`config.mk`:
```
export PLATFORM = sky130hd
export DESIGN_NAME = connect_speed_detect
export DESIGN_NICKNAME = d
export VERILOG_FILES = /design/src/rtl/connect_speed_detect_pkg.sv /design/src/rtl/connect_speed_detect.sv
export SDC_FILE = /design/constraint.sdc
export NUM_CORES = 1
export LEC_CHECK = 0
export ABC_AREA = 0
export BUFFER_PORTS_ARGS = -buffer_cell sky130_fd_sc_hd__buf_2
export CAP_MARGIN = 20
export CORE_UTILIZATION = 60
export DETAILED_ROUTE_END_ITERATION = 10
export GPL_TIMING_DRIVEN = 0
export PLACE_DENSITY = 0.79
export RECOVER_POWER = 100
export SYNTH_ARGS = -nofsm -noshare
export SYNTH_HDL_FRONTEND = slang
export SYNTH_SLANG_ARGS = --single-unit
export TNS_END_PERCENT = 1
```
`constraint.sdc`:
```
create_clock -name clk -period 4.3 [get_ports clk]
set_input_delay 0.215 -clock clk [delete_from_list [all_inputs] [get_ports clk]]
set_output_delay 0.215 -clock clk [all_outputs]
set_load 0.02 [all_outputs]
```
`src/rtl/connect_speed_detect_pkg.sv`:
```
// Shared USB host-controller constants: bus line levels, reported connect
// states and the connect/disconnect detector state encodings.
package connect_speed_detect_pkg;

    typedef enum logic [1:0] {
        LINE_SE0  = 2'b00,
        LINE_LS_J = 2'b01,
        LINE_FS_J = 2'b10,
        LINE_SE1  = 2'b11
    } line_state_t;

    typedef enum logic [1:0] {
        CONN_NONE = 2'b00,
        CONN_LOW  = 2'b01,
        CONN_FULL = 2'b10
    } connect_state_t;

    typedef enum logic [2:0] {
        ST_DISC      = 3'd0,
        ST_CONN_WAIT = 3'd1,
        ST_CONN_LS   = 3'd2,
        ST_CONN_FS   = 3'd3,
        ST_DISC_WAIT = 3'd4
    } detect_state_t;

    localparam int COUNT_W = 16;

    // Saturating increment so very long stable levels never wrap back to zero.
    function automatic logic [COUNT_W-1:0] sat_inc(input logic [COUNT_W-1:0] value);
        return (value == '1) ? value : value + 1'b1;
    endfunction

endpackage

```
`src/rtl/connect_speed_detect.sv`:
```
// Debounced USB device attach/detach detector: qualifies a stable J level as a
// low- or full-speed connect and a sustained SE0 as a disconnect.
module connect_speed_detect
    import connect_speed_detect_pkg::*;
#(
    parameter int CONNECT_CYCLES    = 4800,
    parameter int DISCONNECT_CYCLES = 120
) (
    input  logic       clk,
    input  logic       rst,
    input  logic [1:0] lineState,
    input  logic       detectEnable,
    input  logic       txActive,
    output logic [1:0] connectState,
    output logic       fullSpeedRate,
    output logic       fullSpeedPol,
    output logic       connectEvent,
    output logic       disconnectEvent
);

    localparam logic [COUNT_W-1:0] CONN_LAST = COUNT_W'(CONNECT_CYCLES - 1);
    localparam logic [COUNT_W-1:0] DISC_LAST = COUNT_W'(DISCONNECT_CYCLES - 1);

    detect_state_t      state, state_n;
    logic [COUNT_W-1:0] cnt, cnt_n, cnt_inc;
    logic [1:0]         cand, cand_n;
    logic [1:0]         conn_state_n;
    logic               conn_evt_n, disc_evt_n;

    assign cnt_inc = sat_inc(cnt);

    always_comb begin
        state_n    = state;
        cnt_n      = cnt;
        cand_n     = cand;
        conn_evt_n = 1'b0;
        disc_evt_n = 1'b0;

        if (!detectEnable) begin
            state_n    = ST_DISC;
            cnt_n      = '0;
            cand_n     = LINE_SE0;
            disc_evt_n = (state == ST_CONN_LS) || (state == ST_CONN_FS) ||
                         (state == ST_DISC_WAIT);
        end else if (!txActive) begin
            case (state)
                ST_DISC: begin
                    if (lineState == LINE_FS_J || lineState == LINE_LS_J) begin
                        cand_n  = lineState;
                        cnt_n   = '0;
                        state_n = ST_CONN_WAIT;
                    end
                end
                ST_CONN_WAIT: begin
                    if (lineState == cand) begin
                        cnt_n = cnt_inc;
                        if (cnt_inc >= CONN_LAST) begin
                            state_n    = (cand == LINE_FS_J) ? ST_CONN_FS : ST_CONN_LS;
                            conn_evt_n = 1'b1;
                        end
                    end else begin
                        state_n = ST_DISC;
                        cnt_n   = '0;
                    end
                end
                ST_CONN_LS, ST_CONN_FS: begin
                    if (lineState == LINE_SE0) begin
                        cnt_n   = '0;
                        state_n = ST_DISC_WAIT;
                    end
                end
                ST_DISC_WAIT: begin
                    // Short SE0 runs (EOP, keep-alive) fall back to the speed kept in cand.
                    if (lineState == LINE_SE0) begin
                        cnt_n = cnt_inc;
                        if (cnt_inc >= DISC_LAST) begin
                            state_n    = ST_DISC;
                            disc_evt_n = 1'b1;
                        end
                    end else begin
                        state_n = (cand == LINE_FS_J) ? ST_CONN_FS : ST_CONN_LS;
                    end
                end
                default: begin
                    state_n = ST_DISC;
                    cnt_n   = '0;
                    cand_n  = LINE_SE0;
                end
            endcase
        end
    end

    always_comb begin
        conn_state_n = CONN_NONE;
        case (state_n)
            ST_CONN_LS:   conn_state_n = CONN_LOW;
            ST_CONN_FS:   conn_state_n = CONN_FULL;
            ST_DISC_WAIT: conn_state_n = (cand_n == LINE_FS_J) ? CONN_FULL : CONN_LOW;
            default:      conn_state_n = CONN_NONE;
        endcase
    end

    always_ff @(posedge clk or negedge rst) begin
        if (!rst) begin
            state           <= ST_DISC;
            cnt             <= '0;
            cand            <= LINE_SE0;
            connectState    <= CONN_NONE;
            fullSpeedRate   <= 1'b0;
            fullSpeedPol    <= 1'b0;
            connectEvent    <= 1'b0;
            disconnectEvent <= 1'b0;
        end else begin
            state           <= state_n;
            cnt             <= cnt_n;
            cand            <= cand_n;
            connectState    <= conn_state_n;
            fullSpeedRate   <= (conn_state_n == CONN_FULL);
            fullSpeedPol    <= (conn_state_n == CONN_FULL);
            connectEvent    <= conn_evt_n;
            disconnectEvent <= disc_evt_n;
        end
    end

endmodule
```
==> results of run 1 <==
[sequential cells by signal, indices dropped and copies added, names as in the netlist]
signal           count
connectEvent         1
connectState         2
cand                 2
fullSpeedPol         1
state                3
cnt                 16
disconnectEvent      1
[path summary, 6_finish.rpt]
kind / startpoint / endpoint / slack, ns
hold / removal: detectEnable / state[1] / 0.28
min in group asynchronous: rst / cnt[14] / 0.68
hold reg to reg: cnt[5] / cnt[5] / 0.60
setup / recovery: cnt[0] / fullSpeedPol / 0.81
max in group asynchronous: rst / cnt[8] / 2.79
setup reg to reg: cnt[0] / fullSpeedPol / 0.81
[critical path, delay by kind of cell (launching register included)]
kind | cells | cell delay [ns]
flops | 1 | 0.48
fa+ha+maj | 1 | 0.18
buf+inv | 1 | 0.31
mux | 1 | 0.22
compound gates | 3 | 0.72
simple gates | 5 | 1.50
[placed cells by master, fill, tap and decap left out, types with 4 or more instances in the layout]
cell type                   n
sky130_fd_sc_hd__and3_1     5
sky130_fd_sc_hd__buf_4      5
sky130_fd_sc_hd__buf_2      7
sky130_fd_sc_hd__nor2b_1    5
sky130_fd_sc_hd__inv_1      7
sky130_fd_sc_hd__nand4_1    7
sky130_fd_sc_hd__clkbuf_1  17
sky130_fd_sc_hd__a21o_1     4
sky130_fd_sc_hd__dfrtp_1   26
sky130_fd_sc_hd__o21ai_0   27
sky130_fd_sc_hd__mux2i_1    5
sky130_fd_sc_hd__nor2_1    20
sky130_fd_sc_hd__nand2b_1   4
sky130_fd_sc_hd__a21oi_1   17
sky130_fd_sc_hd__nand2_1   23
sky130_fd_sc_hd__nor3_1     5
sky130_fd_sc_hd__nand3_1   11
[area by class of cell]
class | instances | area [um2]
buffer | 19 | 101.3
tap | 44 | 55.05
sequential | 26 | 650.6
clock buffer | 3 | 22.52
timing repair buffer | 12 | 56.30
fill | 274 | 949.7
clock inverter | 1 | 30.03
multi-input combinational | 199 | 1236
inverter | 7 | 26.28
[power breakdown]
group | internal (W) | switching, W | total [W] | leakage [nW]
Combinational | 0.0000196 | 0.0000337 | 0.0000533 | 0.572
Sequential | 0.000248 | 0.00000399 | 0.000252 | 0.361
Clock | 0.0000944 | 0.0000802 | 0.000175 | 0.0279
[timing repair]
action                                  CTS  global route
setup buffers                             0             0
endpoints found under the setup margin    0             0
hold buffers                              1             0
hold endpoints to repair                 26             0
gates resized for setup                   0             0
[layer usage]
layer | wire length [um] | part of all wire (%)
met5 | 0 | 0
met4 | 81 | 1.6
met3 | 359 | 7.2
met2 | 2182 | 44
met1 | 2374 | 47
[through the flow]
stage	instance area (um2)	power (W)	hold WS (ns)	worst slack, ns	instances
2_1_floorplan	2026	0.0002904	-0.08059	1.771	251
3_3_place_gp	2136	0.0003080	0.2423	1.345	306
3_5_place_dp	2136	0.0003088	0.2486	1.272	306
4_1_cts	2198	0.0004822	0.2732	1.232	311
5_1_grt	2178	0.0004990	0.3010	0.5145	311
6_report	2178	0.0004796	0.2788	0.8091	311
[cell families (layout without fill, tap and decap cells)]
group	Yosys count	count (layout)	synth area share, %
XOR/XNOR	5	5	2.162
AND/OR/NAND/NOR	106	106	30.02
AO/OA/AOI/OAI	81	81	25.63
multiplexers	5	5	2.471
adder cells (fa/ha/maj)	2	2	1.235
buffers and inverters	26	42	6.362
flip-flops	26	26	32.12
==> insert_results.sql, run 1 <==
INSERT INTO impl_metrics (metric_group, metric, value, unit) VALUES
('min_path', 'holdPathStages', '3', ''),
('placement', 'port_buffers', '11', ''),
('outcome', 'outcome', 'finished, final reports clean', ''),
('timing', 'rsz0062_at_grt', 'no', ''),
('clocking', 'cts-buffers-inserted', '3', ''),
('detailed_routing', 'post_drt_via_cell_ratio', '6.273', ''),
('logic_synthesis', 'synth-main-ff-cell', 'sky130_fd_sc_hd__dfrtp_1', ''),
('global_routing', 'busiest_layer', 'met1', ''),
('logic_synthesis', 'synth.yosys.seq_area_share', '32.12', '%'),
('critical_path', 'crit_fanout', '9', ''),
('critical_path', 'startpoint_to_endpoint_class_of_the_critical_path', 'flip-flop to flip-flop', ''),
('timing', 'finalSetupViolations', '0', ''),
('logic_synthesis', 'synthesis.area_per_instance', '8.070', 'um2'),
('detailed_routing', 'route.detailed.wl_per_inst', '16.07', 'um'),
('logic_synthesis', 'synth_seq_cells', '26', ''),
('floorplanning', 'start_util', '64.76', '%'),
('logic_synthesis', 'synth_top_area_cell', 'sky130_fd_sc_hd__dfrtp_1', ''),
('logic_synthesis', 'number_of_nets_produced_by_synthesis', '259', ''),
('clocking', 'clkSinkCount', '26', ''),
('global_routing', 'first_global_vias', '1645', ''),
('global_routing', 'met1_usage_grt', '44.80', '%'),
('global_routing', 'gr-total-overflow', '0', ''),
('floorplanning', 'placement_rows', '20', ''),
('layout', 'layout_cells_sized_above_1', '9.363', '%'),
('detailed_routing', 'remaining_drc_errors', '0', ''),
('critical_path', 'path_cells', 'ha_1 > clkbuf_1 > nand3_1 > nor4_1 > nor2_1 > nor2_1 > or4b_1 > o21ai_0 > a21boi_0 > o211ai_2 > mux2i_1', ''),
('critical_path', 'start_kind', 'flip-flop', ''),
('detailed_routing', 'drt_iter0_markers', '188', ''),
('critical_path', 'crit_top_cell', 'sky130_fd_sc_hd__nor2_1', ''),
('critical_path', 'worst_path_required', '4.58', 'ns'),
('timing', 'clock-skew-final', '0.01969', 'ns'),
('timing', 'min_period', '3.491', 'ns'),
('floorplanning', 'dieHeight', '60.11', 'um'),
('detailed_routing', 'detail_route.wirelength', '4998', 'um'),
('floorplanning', 'core_area', '3128', 'um2'),
('global_routing', 'met2_usage', '41.13', '%'),
('logic_synthesis', 'synth-async-reset-ratio', '100.0', '%'),
('detailed_routing', 'num_vias', '1951', ''),
('logic_synthesis', 'ys_top_cells_by_count', 'sky130_fd_sc_hd__dfrtp_1 (26), sky130_fd_sc_hd__o21ai_0 (26), sky130_fd_sc_hd__nand2_1 (23), sky130_fd_sc_hd__nor2_1 (20), sky130_fd_sc_hd__a21oi_1 (17)', ''),
('logic_synthesis', 'cells_after_synth', '251', ''),
('logic_synthesis', 'post_synth_num_cell_types', '58', ''),
('logic_synthesis', 'synth-edff-count', '0', ''),
('global_routing', 'antenna_found_initial', '0', ''),
('timing', 'layout_worst_path_cycle_share', '81.18', '%'),
('global_routing', 'grt_pass1_wl', '8052', 'um'),
('min_path', 'min_path_type', 'input pin to flip-flop', ''),
('timing', 'slew-limit-headroom', '7.943', '%'),
('critical_path', 'rr_worst_depth', '11', ''),
('layout', 'antennaDiodeCount', '0', ''),
('clocking', 'path_clk_slew', '0.16', 'ns'),
('floorplanning', 'die_width', '60.11', 'um'),
('logic_synthesis', 'yosys-top-cells-area', 'sky130_fd_sc_hd__dfrtp_1 (32%), sky130_fd_sc_hd__o21ai_0 (6.4%), sky130_fd_sc_hd__nand2_1 (4.3%)', ''),
('floorplanning', 'top_level_ports', '12', ''),
('pwr', 'maximum_ir_drop_on_the_vdd_rail', '0.0001586', 'V'),
('critical_path', 'critPathMaxStageDelay', '0.51', 'ns'),
('global_routing', 'grt_usage', '29.69', '%'),
('timing', 'setup_total_negative_slack', '0', 'ns'),
('layout', 'nNetsFinal', '276', ''),
('logic_synthesis', 'synth.cell_area', '2026', 'um2'),
('detailed_routing', 'dr.pass1.iters', '5', ''),
('logic_synthesis', 'yosys_warnings', '0', ''),
('global_routing', 'grt_use_met3', '5.844', '%'),
('timing', 'worst-slew-pin-transition', '1.381', 'ns'),
('critical_path', 'crit_slowest_cell', 'sky130_fd_sc_hd__nor4_1', ''),
('pwr', 'power.leakage', '0.9615', 'nW'),
('placement', 'place_hpwl', '3592', 'um'),
('clocking', 'htreeDepth', '1', ''),
('detailed_routing', 'antenna_violating_nets_post_route', '0', ''),
('placement', 'place.gp.congestion', '0.9513', ''),
('timing', 'hold_violations', '0', ''),
('pwr', 'power.density_cell_area', '220.2', 'nW/um2');
No activity file was read; power rests on OpenSTA's default activity.
==> inputs of run 2 (changes only) <==
==> constraint.sdc (replaced) <==
create_clock -name clk -period 3.6 [get_ports clk]
set_input_delay 0.18 -clock clk [delete_from_list [all_inputs] [get_ports clk]]
set_output_delay 0.18 -clock clk [all_outputs]
set_load 0.02 [all_outputs]
==> insert_results.sql, run 2 (synthesized netlist as in run 1, its figures left out) <==
INSERT INTO impl_metrics (metric_group, metric, value, unit) VALUES
('layout', 'regMostFlops', 'cnt', ''),
('timing', 'final_max_slew_viol_count', '0', ''),
('timing', 'clock-skew-final', '0.01641', 'ns'),
('clocking', 'path_clk_slew', '0.16', 'ns'),
('global_routing', 'gr-total-overflow', '0', ''),
('pwr', 'cell_internal_power', '0.0004321', 'W'),
('layout', 'reg_top3', 'cnt (16), state (3)', ''),
('critical_path', 'timing.critical_path.arrival', '3.44', 'ns'),
('floorplanning', 'core_area', '3128', 'um2'),
('pwr', 'power.density_cell_area', '262.2', 'nW/um2'),
('clocking', 'clkSinkCount', '26', ''),
('global_routing', 'grt_start_max_net_pins', '27', ''),
('clocking', 'htreeDepth', '1', ''),
('floorplanning', 'dieHeight', '60.11', 'um'),
('layout', 'nNetsFinal', '276', ''),
('timing', 'hold_violations', '0', ''),
('pwr', 'p_sw_share', '24.38', '%'),
('pwr', 'power_frac_comb', '11.2', '%'),
('placement', 'place_hpwl', '3592', 'um'),
('clocking', 'cts_buffer_depth', '2', ''),
('detailed_routing', 'antenna_violating_nets_post_route', '0', ''),
('pwr', 'p_clk_share', '36.2', '%'),
('timing', 'setup_total_negative_slack', '0', 'ns'),
('floorplanning', 'design.die.area', '3613', 'um2'),
('timing', 'max_freq', '0.3165', 'GHz'),
('timing', 'finalSetupViolations', '0', ''),
('timing', 'slew-limit-headroom', '8.671', '%'),
('clocking', 'post_cts.repair.setup_buffers', '0', ''),
('timing', 'layout_worst_path_cycle_share', '87.75', '%'),
('pwr', 'maximum_ir_drop_on_the_vdd_rail', '0.0001872', 'V'),
('critical_path', 'startpoint_to_endpoint_class_of_the_critical_path', 'flip-flop to flip-flop', ''),
('layout', 'layout_common_cells', 'sky130_fd_sc_hd__o21ai_0 (26), sky130_fd_sc_hd__dfrtp_1 (26), sky130_fd_sc_hd__nand2_1 (23), sky130_fd_sc_hd__nor2_1 (20), sky130_fd_sc_hd__a21oi_1 (17)', ''),
('placement', 'place.detailed.instances', '306', ''),
('critical_path', 'worst_path_required', '3.88', 'ns'),
('clocking', 'cts_tree', 'built', ''),
('layout', 'finish.cell_count_without_fillers', '311', ''),
('detailed_routing', 'detail_route.wirelength', '4976', 'um'),
('detailed_routing', 'drt_iter0_markers', '224', ''),
('global_routing', 'grt_usage', '29.69', '%'),
('clocking', 'cts-buffers-inserted', '3', ''),
('min_path', 'min_path_type', 'input pin to flip-flop', ''),
('detailed_routing', 'remaining_drc_errors', '0', ''),
('layout', 'layout_cells_sized_above_1', '9.738', '%'),
('clocking', 'clockRootBuffer', 'sky130_fd_sc_hd__clkbuf_4', ''),
('detailed_routing', 'post_drt_via_cell_ratio', '6.341', ''),
('timing', 'worst-slew-pin-transition', '1.370', 'ns'),
('run', 'cap_viol_max_count', '0', ''),
('timing', 'min_period', '3.159', 'ns'),
('critical_path', 'start_kind', 'flip-flop', ''),
('placement', 'placement.setup.worst_slack', '0.5724', 'ns'),
('floorplanning', 'start_util', '64.76', '%'),
('detailed_routing', 'route.detailed.wl_per_inst', '16.00', 'um'),
('placement', 'place_area', '2136', 'um2'),
('global_routing', 'first_global_vias', '1645', ''),
('pwr', 'p_seq_share', '52.6', '%'),
('placement', 'port_buffers', '11', ''),
('global_routing', 'grt_pass1_wl', '8052', 'um'),
('layout', 'area.growth.synth_to_final', '7.597', '%'),
('floorplanning', 'top_level_ports', '12', ''),
('outcome', 'outcome', 'finished, final reports clean', ''),
('timing', 'rsz0062_at_grt', 'no', ''),
('layout', 'layout.cell_area.non_filler', '2180', 'um2'),
('clocking', 'insertion_delay', '0.34', 'ns'),
('layout', 'layout.core_utilization', '69.68', '%'),
('layout', 'antennaDiodeCount', '0', ''),
('pwr', 'total_switching_power', '0.0001393', 'W'),
('clocking', 'ctsResizeCount', '0', ''),
('critical_path', 'worst_setup_path_end_kind', 'flip-flop', ''),
('detailed_routing', 'dr.pass1.iters', '5', ''),
('detailed_routing', 'num_vias', '1972', ''),
('global_routing', 'antenna_found_initial', '0', ''),
('critical_path', 'crit_fanout', '9', ''),
('floorplanning', 'die_width', '60.11', 'um'),
('floorplanning', 'placement_rows', '20', ''),
('layout', 'largest_register_ffs', '16', ''),
('placement', 'place.gp.congestion', '0.9513', ''),
('timing', 'post-route-worst-setup-slack', '0.4409', 'ns'),
('pwr', 'power.leakage', '0.9666', 'nW');
[run 2: cell types whose count changed in the layout (fill, tap and decap cells not counted)]
cell | previous run | this run
sky130_fd_sc_hd__a21boi_0 | 1 | 0
sky130_fd_sc_hd__a21boi_1 | 0 | 1
sky130_fd_sc_hd__buf_2 | 7 | 8
sky130_fd_sc_hd__clkbuf_1 | 17 | 16
sky130_fd_sc_hd__o21ai_0 | 27 | 26
sky130_fd_sc_hd__o21ai_1 | 1 | 2
[run 2: area by class of cell]
class                      count  area [um2]
fill                         273       948.4
sequential                    26       650.6
clock buffer                   3       22.52
multi-input combinational    199        1236
timing repair buffer          12       56.30
clock inverter                 1       30.03
buffer                        19       102.6
tap                           44       55.05
inverter                       7       26.28
[run 2: timing repair]
action / CTS / global route
hold buffers: 1 / 0
endpoints found under the setup margin: 0 / 0
endpoints found under the hold margin: 26 / 0
[run 2: stage by stage]
stage / hold slack [ns] / power (W)
after CTS: 0.2382 / 0.0005760
after floorplan: -0.1156 / 0.0003468
after global routing: 0.2660 / 0.0005962
after detailed placement: 0.2136 / 0.0003689
after global placement: 0.2073 / 0.0003678
final: 0.2497 / 0.0005714
[run 2: worst paths after layout]
check                             start            to  slack (ns)  cells past startpoint
hold reg to reg                  cnt[5]        cnt[5]        0.60                      2
max in group asynchronous           rst        cnt[8]        2.13                      2
hold / removal             detectEnable      state[1]        0.25                      3
min in group asynchronous           rst       cnt[14]        0.65                      2
setup reg to reg                 cnt[0]  fullSpeedPol        0.44                     11
setup / recovery                 cnt[0]  fullSpeedPol        0.44                     11
[run 2: critical path, stage by stage, from the launching register on]
cell	delay, ns
sky130_fd_sc_hd__dfrtp_1	0.48
sky130_fd_sc_hd__ha_1	0.18
sky130_fd_sc_hd__buf_2	0.19
sky130_fd_sc_hd__nand3_1	0.19
sky130_fd_sc_hd__nor4_1	0.50
sky130_fd_sc_hd__nor2_1	0.10
sky130_fd_sc_hd__nor2_1	0.20
sky130_fd_sc_hd__or4b_1	0.48
sky130_fd_sc_hd__o21ai_1	0.21
sky130_fd_sc_hd__a21boi_1	0.10
sky130_fd_sc_hd__o211ai_2	0.26
sky130_fd_sc_hd__mux2i_1	0.22
[run 2: power by group through the flow]
stage | combinational, W | clock (W) | sequential [W]
finish | 0.0000638 | 0.000207 | 0.000301
global route | 0.0000707 | 0.000225 | 0.000301
CTS | 0.0000641 | 0.000212 | 0.000300
detailed placement | 0.0000631 | 0 | 0.000306
global placement | 0.0000622 | 0 | 0.000306
floorplan | 0.0000409 | 0 | 0.000306
[run 2: routing by layer]
| metal | track usage [%] | wire length [um] |
|---|---|---|
| met1 | 44.80 | 2348 |
| met2 | 41.13 | 2183 |
| met3 | 5.844 | 367 |
| met4 | 10.63 | 77 |
| met5 | 0 | 0 |
